`config.mk`:
```
export PLATFORM = sky130hd
export DESIGN_NAME = class_clock_scheduler_flat
export DESIGN_NICKNAME = d
export VERILOG_FILES = /design/src/rtl/fpsr_pkg.sv /design/src/rtl/class_clock_scheduler_if.sv /design/src/rtl/tick_prescaler.sv /design/src/rtl/class_clock_scheduler.sv /design/src/flat_wrapper.sv
export SDC_FILE = /design/constraint.sdc
export NUM_CORES = 1
export LEC_CHECK = 0
export CORE_ASPECT_RATIO = 0.7
export CORE_MARGIN = 3
export CORE_UTILIZATION = 60
export DETAILED_ROUTE_END_ITERATION = 10
export GPL_ROUTABILITY_DRIVEN = 0
export HOLD_SLACK_MARGIN = 0.12
export PLACE_DENSITY = 0.87
export SLEW_MARGIN = 20
export SYNTH_ARGS = -nofsm -noshare
export SYNTH_HDL_FRONTEND = slang
export SYNTH_SLANG_ARGS = --single-unit
```
`constraint.sdc`:
```
create_clock -name Clk -period 6.25 [get_ports Clk]
set_clock_uncertainty 0.05 [all_clocks]
set_input_delay 1.875 -clock Clk [delete_from_list [all_inputs] [get_ports Clk]]
set_output_delay 1.875 -clock Clk [all_outputs]
set_load 0.02 [all_outputs]
```
`src/rtl/fpsr_pkg.sv`:
```
// Shared definitions for the classroom game timing blocks: scheduler state
// encodings, default timing constants and the quiz-interval predicate.
package fpsr_pkg;

  typedef enum logic [1:0] {
    SCHED_IDLE  = 2'd0,
    SCHED_RUN   = 2'd1,
    SCHED_PAUSE = 2'd2,
    SCHED_DONE  = 2'd3
  } sched_state_t;

  localparam int TICK_DIV_DEFAULT = 67108864;
  localparam int END_MIN_DEFAULT  = 60;

  // A quiz is due on every nonzero multiple of the period; a zero period disables quizzes.
  function automatic logic quiz_due(input int minute, input int period);
    return (period > 0) && (minute != 0) && ((minute % period) == 0);
  endfunction

endpackage

```
`src/rtl/class_clock_scheduler_if.sv`:
```
// Control and status bundle between the main game FSM and the clock scheduler.
interface class_clock_scheduler_if #(
  parameter int MIN_W = 8
);
  logic             init;
  logic             run;
  logic             freeze;
  logic             quiz_active;
  logic             quiz_done;
  logic             quiz_ack;
  logic [MIN_W-1:0] minutes;
  logic             tick;
  logic             quiz_req;
  logic             time_up;
  logic [1:0]       sched_state;

  modport master (
    output init, run, freeze, quiz_active, quiz_done, quiz_ack,
    input  minutes, tick, quiz_req, time_up, sched_state
  );

  modport slave (
    input  init, run, freeze, quiz_active, quiz_done, quiz_ack,
    output minutes, tick, quiz_req, time_up, sched_state
  );
endinterface

```
`src/rtl/tick_prescaler.sv`:
```
// Game-minute prescaler: counts enabled cycles and flags the terminal count
// so the owner can issue a single-cycle minute enable on the wrap.
module tick_prescaler #(
  parameter int TICK_DIV = 67108864,
  parameter int TICK_W   = 27
) (
  input  logic Clk,
  input  logic Reset,
  input  logic clr,
  input  logic en,
  output logic wrap
);

  localparam logic [TICK_W-1:0] LAST = TICK_W'(TICK_DIV - 1);

  logic [TICK_W-1:0] count_q;

  // Terminal count is reported independent of en; the owner gates it.
  assign wrap = (count_q == LAST);

  always_ff @(posedge Clk or posedge Reset) begin
    if (Reset) begin
      count_q <= '0;
    end else if (clr) begin
      count_q <= '0;
    end else if (en) begin
      count_q <= wrap ? '0 : count_q + TICK_W'(1);
    end
  end

endmodule

```
`src/rtl/class_clock_scheduler.sv`:
```
// Game-time controller: minute prescaling, pause/freeze control and
// periodic professor-quiz requests, all on a single clock with enables.
module class_clock_scheduler
  import fpsr_pkg::*;
#(
  parameter int TICK_DIV    = TICK_DIV_DEFAULT,
  parameter int TICK_W      = 27,
  parameter int MIN_W       = 8,
  parameter int QUIZ_PERIOD = 4,
  parameter int END_MIN     = END_MIN_DEFAULT
) (
  input logic                     Clk,
  input logic                     Reset,
  class_clock_scheduler_if.slave  bus
);

  sched_state_t     state_q, state_d;
  logic [MIN_W-1:0] minutes_q, minutes_d, minutes_inc;
  logic             tick_q, tick_d;
  logic             req_q, req_d;
  logic             tup_q, tup_d;
  logic             pres_clr, pres_en, pres_wrap;
  logic             quiz_due_now;

  tick_prescaler #(
    .TICK_DIV (TICK_DIV),
    .TICK_W   (TICK_W)
  ) u_prescaler (
    .Clk   (Clk),
    .Reset (Reset),
    .clr   (pres_clr),
    .en    (pres_en),
    .wrap  (pres_wrap)
  );

  assign minutes_inc = minutes_q + MIN_W'(1);

  always_comb begin
    state_d      = state_q;
    minutes_d    = minutes_q;
    tick_d       = 1'b0;
    tup_d        = tup_q;
    pres_clr     = 1'b0;
    pres_en      = 1'b0;
    quiz_due_now = 1'b0;

    if (bus.init) begin
      state_d   = SCHED_IDLE;
      minutes_d = '0;
      tup_d     = 1'b0;
      pres_clr  = 1'b1;
    end else begin
      unique case (state_q)
        SCHED_IDLE: begin
          pres_clr  = 1'b1;
          minutes_d = '0;
          if (bus.run) state_d = SCHED_RUN;
        end
        SCHED_RUN: begin
          // A pause or freeze request stalls the prescaler, so no tick can slip out.
          if (bus.freeze) begin
            state_d = SCHED_DONE;
          end else if (bus.quiz_active) begin
            state_d = SCHED_PAUSE;
          end else begin
            pres_en = 1'b1;
            if (pres_wrap) begin
              tick_d    = 1'b1;
              minutes_d = minutes_inc;
              if (minutes_inc == MIN_W'(END_MIN)) begin
                tup_d   = 1'b1;
                state_d = SCHED_DONE;
              end else begin
                quiz_due_now = quiz_due(int'(minutes_inc), QUIZ_PERIOD);
              end
            end
          end
        end
        SCHED_PAUSE: begin
          if (bus.freeze)         state_d = SCHED_DONE;
          else if (bus.quiz_done) state_d = SCHED_RUN;
        end
        SCHED_DONE: begin
          state_d = SCHED_DONE;
        end
        default: state_d = SCHED_IDLE;
      endcase
    end

    // A newly due quiz beats a simultaneous acknowledge of the previous one.
    if (bus.init)         req_d = 1'b0;
    else if (quiz_due_now) req_d = 1'b1;
    else if (bus.quiz_ack) req_d = 1'b0;
    else                   req_d = req_q;
  end

  always_ff @(posedge Clk or posedge Reset) begin
    if (Reset) begin
      state_q   <= SCHED_IDLE;
      minutes_q <= '0;
      tick_q    <= 1'b0;
      req_q     <= 1'b0;
      tup_q     <= 1'b0;
    end else begin
      state_q   <= state_d;
      minutes_q <= minutes_d;
      tick_q    <= tick_d;
      req_q     <= req_d;
      tup_q     <= tup_d;
    end
  end

  assign bus.minutes     = minutes_q;
  assign bus.tick        = tick_q;
  assign bus.quiz_req    = req_q;
  assign bus.time_up     = tup_q;
  assign bus.sched_state = state_q;

endmodule

```
`src/flat_wrapper.sv`:
```
// flat-port wrapper written by rule: the top's interface ports become plain ports
module class_clock_scheduler_flat import fpsr_pkg::*;
#(
  parameter int TICK_DIV    = TICK_DIV_DEFAULT,
  parameter int TICK_W      = 27,
  parameter int MIN_W       = 8,
  parameter int QUIZ_PERIOD = 4,
  parameter int END_MIN     = END_MIN_DEFAULT
)
  (Clk, Reset, bus_init, bus_run, bus_freeze, bus_quiz_active, bus_quiz_done, bus_quiz_ack, bus_minutes, bus_tick, bus_quiz_req, bus_time_up, bus_sched_state);
  class_clock_scheduler_if #(.MIN_W(MIN_W)) bus_i ();
  input logic Clk;
  input logic Reset;
  input wire logic [$bits(bus_i.init)-1:0] bus_init;
  input wire logic [$bits(bus_i.run)-1:0] bus_run;
  input wire logic [$bits(bus_i.freeze)-1:0] bus_freeze;
  input wire logic [$bits(bus_i.quiz_active)-1:0] bus_quiz_active;
  input wire logic [$bits(bus_i.quiz_done)-1:0] bus_quiz_done;
  input wire logic [$bits(bus_i.quiz_ack)-1:0] bus_quiz_ack;
  output wire logic [$bits(bus_i.minutes)-1:0] bus_minutes;
  output wire logic [$bits(bus_i.tick)-1:0] bus_tick;
  output wire logic [$bits(bus_i.quiz_req)-1:0] bus_quiz_req;
  output wire logic [$bits(bus_i.time_up)-1:0] bus_time_up;
  output wire logic [$bits(bus_i.sched_state)-1:0] bus_sched_state;
  assign bus_i.init = bus_init;
  assign bus_i.run = bus_run;
  assign bus_i.freeze = bus_freeze;
  assign bus_i.quiz_active = bus_quiz_active;
  assign bus_i.quiz_done = bus_quiz_done;
  assign bus_i.quiz_ack = bus_quiz_ack;
  assign bus_minutes = bus_i.minutes;
  assign bus_tick = bus_i.tick;
  assign bus_quiz_req = bus_i.quiz_req;
  assign bus_time_up = bus_i.time_up;
  assign bus_sched_state = bus_i.sched_state;
  class_clock_scheduler #(.TICK_DIV(TICK_DIV), .TICK_W(TICK_W), .MIN_W(MIN_W), .QUIZ_PERIOD(QUIZ_PERIOD), .END_MIN(END_MIN)) u_core (.Clk(Clk), .Reset(Reset), .bus(bus_i));
endmodule
```
## Word level (Yosys, flattened, before mapping)

Index checks and enable logic that the tools add are counted.

- Equal/unequal tests: 14
- Mux-type cells: 43
- Add/subtract/negate cells: 2
- Reduce and logical (&&, ||, !) cells: 13

Operators by type and width:

| kind | count |
|---|---|
| two-way mux 27 bit | 3 |
| logical NOT 32 bit | 1 |
| two-way mux 8 bit | 4 |
| adder 27 x 1 -> 27 bit (second input constant) | 1 |
| equality test 27 x 26 -> 1 bit (second input constant) | 1 |
| two-way mux 1 bit | 26 |
| two-way mux 2 bit | 8 |
| one-hot mux 8 bit (2 select lines) | 1 |
| inequality test 3 bit (second input constant) | 4 |
| adder 8 x 1 -> 8 bit (second input constant) | 1 |
| equality test 8 x 6 -> 1 bit (second input constant) | 1 |
| one-hot mux 2 bit (4 select lines) | 1 |
| AND reduction 4 bit | 2 |
| nonzero test 2 bit | 4 |
| nonzero test 8 bit | 1 |
| nonzero test 3 bit | 2 |
| inequality test 5 x 4 -> 1 bit (second input constant) | 1 |
| inequality test 5 bit (second input constant) | 1 |
| AND reduction 5 bit | 1 |
| equality test 2 bit (second input constant) | 2 |
| inequality test 2 bit (second input constant) | 2 |
| inequality test 4 bit (second input constant) | 1 |
| equality test 2 x 1 -> 1 bit (second input constant) | 1 |
| logical NOT 2 bit | 1 |
| logical AND 1 bit | 1 |

- Register bits: 40
- Output and inout bits: 13
- Input bits: 8
- Logic and storage cells: 78

## Depth between registers and ports, before layout

- Depth after elaboration: 11
- Gate-level depth with buffers: 9
- Depth with buffers taken out: 6

## Modules after synthesis

A second synthesis with hierarchy kept.

- Cell total of the unflattened synthesis: 246
- Area total of the unflattened synthesis: 2288.4 µm²

Modules (own cells, without submodules):

| module | seq. area each (µm²) | times used | cells an instance | area each (µm²) |
|---|---|---|---|---|
| tick_prescaler | 675.6 | 1 | 158 | 1510.2 |
| class_clock_scheduler | 325.3 | 1 | 88 | 778.2 |

## Least setup slack after synthesis

Ideal clock, no wire load.

- Path kind: in2reg
- From: in bus_quiz_active
- To: reg u_core.u_prescaler.count_q[22]
- Arrival: 3.430 ns
- Path buffers: 3
- Library setup time: 0.082 ns
- Stages: 7
- Required time: 6.118 ns
- Slack: 2.689 ns
- Path through: or2_0 clkbuf_1 or3_1 clkbuf_1 clkbuf_1 or3_1 a31oi_1

- Cells in the longest elaborated chain, start to end: 5

RTL lines:

| what | RTL line | text |
|---|---|---|
| start, declared | flat_wrapper.sv:17 | `input wire logic [$bits(bus_i.quiz_active)-1:0] bus_quiz_active;` |
| two-way mux 1 bit | class_clock_scheduler.sv:63 | `end else if (bus.quiz_active) begin` |
| two-way mux 1 bit | class_clock_scheduler.sv:61 | `if (bus.freeze) begin` |
| two-way mux 1 bit | class_clock_scheduler.sv:53 | `unique case (state_q)` |
| two-way mux 1 bit | class_clock_scheduler.sv:47 | `if (bus.init) begin` |
| nonzero test 2 bit (no source line) | n/a |  |
| end signal, assigned | tick_prescaler.sv:27 | `count_q <= wrap ? '0 : count_q + TICK_W'(1);` |
| end, declared | tick_prescaler.sv:16 | `logic [TICK_W-1:0] count_q;` |

Every way passes these cells.
A chain may end at the register's enable or synchronous reset.

## Worst setup path after layout

- From: in bus_freeze
- To: reg u_core.u_prescaler.count_q[16]

- Cells in the longest elaborated chain, start to end: 4

RTL lines:

| what | RTL line | text |
|---|---|---|
| start, declared | flat_wrapper.sv:16 | `input wire logic [$bits(bus_i.freeze)-1:0] bus_freeze;` |
| two-way mux 1 bit | class_clock_scheduler.sv:61 |  |
| two-way mux 1 bit | class_clock_scheduler.sv:53 |  |
| two-way mux 1 bit | class_clock_scheduler.sv:47 |  |
| nonzero test 2 bit (no source line) | n/a |  |

Every way passes these cells.

==> results.py <==
metrics = {
    "worst_setup_path": {
        "crit_chain": "clkdlybuf4s50_1 -> or2_0 -> or3_1 -> or4_1 -> o21ai_0",
        "crit_type": "in2reg",
        "cp_slowest_stage_delay_ns": 0.69,
        "required_ns": 6.41,
        "ff2ff_setup_slack_ns": 3.42,
        "r2r_cells": 6,
        "cp.depth": 5,
        "cp-end-kind": "register",
        "crit_slowest_cell": "or3_1",
        "critical_path.endpoint": "u_core.u_prescaler.count_q[16]$_DFFE_PP0P_",
        "cp_num_buf_inv": 1,
        "start_kind": "primary input",
        "crit_family": "simple AND/OR/NAND/NOR gates",
        "startpoint": "bus_freeze",
        "reg2reg_to": "u_core.bus.minutes[3]$_DFFE_PP0P_",
        "cp.arrival_ns": 4.10,
        "worstPathMaxFanout": 19,
        "rr_startpoint": "u_core.u_prescaler.count_q[0]$_DFFE_PP0P_",
    },
    "sta": {
        "relSlewSlack_pct": 57.3,
        "clock.fmax_mhz": 254,
        "period_needed_ns": 3.94,
        "final.period_utilization_pct": 63.0,
        "tightest_slew_ns": 0.639,
        "rsz0062_at_grt": "no",
        "fin_tns_setup_ns": 0,
        "finalMaxSlewViolations": 0,
        "setup_viol": 0,
        "timing.hold.ws_ns": 0.458,
        "hold_viol": 0,
    },
    "place": {
        "dpl.hpwl_um": 4200,
        "placed_area_um2": 2680,
        "portBuffers": 20,
    },
    "logic_synthesis": {
        "synth_area_um2": 2470,
        "ys_warn_count": 0,
        "yosysTopAreaCellShare_pct": 40.6,
        "synth_top_flop_cell": "dfrtp_1",
        "synth_edf_count": 0,
        "yosysSeqAreaShare_pct": 40.6,
        "synth_cells": 290,
        "syn_avg_cell_area_um2": 8.50,
        "yosysUniqueCellTypes": 42,
        "syn_nets": 301,
        "yosys.area.top_type": "dfrtp_1",
        "ys_ff_latch": 40,
        "async_flop_share_pct": 100,
        "synth.area.top_cells": "dfrtp_1 (41%), a31oi_1 (9.1%), nand2_1 (4.9%), or4_1 (3.7%), nand3_1 (3.2%)",
    },
    "final_layout": {
        "drive_gt1_share_pct": 5.67,
        "final_nets": 310,
        "antenna_cells": 0,
        "design_area_um2": 2790,
        "syn_to_final_growth_pct": 13.1,
        "nFillCells": 300,
    },
    "cts": {
        "cts-htree-levels": 2,
        "cts_resized": 0,
        "postCtsSetupBuffers": 0,
        "clk_pin_slew_ns": 0.08,
        "cts_made_buffers": 5,
        "ctsLongestPathBuffers": 2,
        "cts_num_sinks": 40,
        "cts_hold_buf": 0,
        "worstSkewPairLatency_ns": 0.30,
        "cts_tree": "done",
        "cts_root_buf": "clkbuf_8",
    },
    "flow_run": {
        "maxCapViolCount": 0,
    },
    "grt": {
        "grt_usage_pct": 28.9,
        "grt_pass1_wl_um": 10700,
        "grt_pass1_vias": 2236,
        "antenna_found_initial": 0,
        "grt_start_max_net_pins": 41,
        "gr-total-overflow": 0,
    },
    "die": {
        "die_w_um": 82.6,
        "core_region_area_um2": 3740,
        "die-area_um2": 4930,
        "fp-row-count": 18,
        "initial_core_util_pct": 66.0,
        "ioPinCount": 21,
        "dieHeight_um": 59.6,
    },
    "pwr": {
        "seqPwrFrac_pct": 50.9,
        "power.leakage_nw": 1.06,
        "vdd_ir_drop_max_mv": 0.162,
        "p_switching_mw": 0.132,
        "p_clk_share_pct": 41.2,
        "power.share.combinational_pct": 7.9,
        "p_int_mw": 0.392,
        "switching_share_pct": 25.1,
        "power_per_cell_area_nw_per_um2": 188,
    },
    "drt": {
        "wire_per_inst_um": 18.3,
        "num_vias": 2409,
        "drc": 0,
        "vias_per_cell": 6.88,
        "dr.pass1.iters": 5,
        "wl_um": 6390,
        "drt_iter0_markers": 197,
        "drtAntennaViolNets": 0,
    },
    "status": {
        "status": "complete, no violations",
    },
    "hold_path": {
        "hold_path_class": "reg2reg",
    },
}
==> cells in the mapped netlist, drive strengths merged (2+ instances only) <==
| library cell | number |
|---|---|
| ha | 3 |
| a31oi | 36 |
| and2 | 6 |
| nor3 | 9 |
| o21ai | 13 |
| nand4 | 8 |
| nand3 | 16 |
| and4 | 7 |
| a211o | 3 |
| or3 | 9 |
| o211ai | 10 |
| buf | 2 |
| o22ai | 2 |
| a41oi | 4 |
| nor4 | 2 |
| and3 | 8 |
| nor2b | 3 |
| a21o | 2 |
| or4 | 13 |
| o311a | 2 |
| nand2 | 32 |
| nor2 | 13 |
| dfrtp | 40 |
| a21oi | 3 |
| inv | 11 |
| xor2 | 2 |
| clkbuf | 20 |
==> metal layers <==
| layer | share of wire (%) | vias up | GRT usage, % | routed length (um) |
|---|---|---|---|---|
| li1 | - | 1123 | - | - |
| met4 | 1.1 | 0 | 10.3 | 69 |
| met2 | 45 | 105 | 42.9 | 2850 |
| met1 | 46 | 1172 | 41.3 | 2940 |
| met3 | 8.3 | 9 | 6.99 | 529 |
| met5 | 0 | - | 0 | 0 |
==> layout by cell type (no fill, tap or decap), types with 3 or more instances in the layout <==
| cell type | Yosys | final |
|---|---|---|
| a211o_1 | 3 | 3 |
| a21oi_1 | 3 | 3 |
| a31oi_1 | 36 | 36 |
| a41oi_1 | 4 | 4 |
| and2_1 | 6 | 6 |
| and3_1 | 8 | 8 |
| and4_1 | 6 | 6 |
| buf_4 | 0 | 4 |
| clkbuf_8 | 0 | 5 |
| clkdlybuf4s50_1 | 0 | 20 |
| dfrtp_1 | 40 | 40 |
| ha_1 | 3 | 3 |
| inv_1 | 11 | 11 |
| nand2_1 | 32 | 32 |
| nand3_1 | 16 | 16 |
| nand4_1 | 7 | 7 |
| nor2_1 | 13 | 13 |
| nor2b_1 | 3 | 3 |
| nor3_1 | 9 | 8 |
| o211ai_1 | 10 | 10 |
| o21ai_0 | 13 | 13 |
| or3_1 | 9 | 9 |
| or4_1 | 12 | 12 |
==> how the worst min path moves through the flow <==
stage | startpoint | endpoint | slack (ns) | cells after the start
after floorplan | u_core.u_prescaler.count_q[13]$_DFFE_PP0P_ | u_core.u_prescaler.count_q[13]$_DFFE_PP0P_ | 0.42 | 1
after global placement | u_core.bus.quiz_req$_DFFE_PP0P_ | u_core.bus.quiz_req$_DFFE_PP0P_ | 0.42 | 2
after detailed placement | u_core.bus.quiz_req$_DFFE_PP0P_ | u_core.bus.quiz_req$_DFFE_PP0P_ | 0.44 | 2
after CTS | u_core.bus.quiz_req$_DFFE_PP0P_ | u_core.bus.quiz_req$_DFFE_PP0P_ | 0.46 | 2
after global routing | u_core.u_prescaler.count_q[5]$_DFFE_PP0P_ | u_core.u_prescaler.count_q[5]$_DFFE_PP0P_ | 0.48 | 1
final | u_core.bus.quiz_req$_DFFE_PP0P_ | u_core.bus.quiz_req$_DFFE_PP0P_ | 0.46 | 2
==> power groups by stage <==
stage | Combinational (mW) | Sequential [mW] | Clock (mW)
floorplan | 0.0258 | 0.269 | 0
global placement | 0.0401 | 0.271 | 0
detailed placement | 0.0409 | 0.272 | 0
CTS | 0.0414 | 0.266 | 0.217
global route | 0.0453 | 0.267 | 0.231
finish | 0.0416 | 0.267 | 0.216
==> worst min-delay path, stage by stage, from the launching register on <==
cell and delay, ns:
dfrtp_1 0.35, nand2_1 0.06, o21ai_0 0.06
==> cells by family (layout without fill, tap and decap cells) <==
group           count (synthesis)  count (layout)  synth area share [%]
simple gates                  129             129                  29.2
fa+ha+maj                       3               3                  1.52
compound gates                 82              82                  22.3
buf+inv                        33              43                  5.38
xor+xnor                        3               3                  1.07
flops                          40              40                  40.6
==> flip-flops by register name, indices dropped and copies added, names as in the netlist <==
register	cells
u_core.u_prescaler.count_q	27
u_core.bus.sched_state	2
u_core.bus.quiz_req	1
u_core.bus.minutes	8
u_core.bus.tick	1
u_core.bus.time_up	1
==> area by class of cell <==
type | instances | area (um2) | share of cell area [%]
Clock buffer | 5 | 68.8 | 2.47
Clock inverter | 3 | 42.5 | 1.52
Inverter | 11 | 41.3 | 1.48
Multi-Input combinational cell | 217 | 1340 | 48.2
Sequential cell | 40 | 1000 | 35.9
Tap cell | 50 | 62.6 | 2.24
Timing Repair Buffer | 24 | 230 | 8.25
==> metrics by stage <==
| step | instances | power [mW] | setup WS [ns] | utilization (%) |
|---|---|---|---|---|
| after detailed placement | 342 | 0.312 | 2.02 | 71.7 |
| after CTS | 350 | 0.525 | 2.34 | 74.6 |
| after global routing | 350 | 0.544 | 2.21 | 74.6 |
| final | 350 | 0.524 | 2.31 | 74.6 |
| after global placement | 342 | 0.312 | 2.12 | 71.7 |
| after floorplan | 290 | 0.295 | 2.69 | - |
Power figures use the tool's default switching activity.
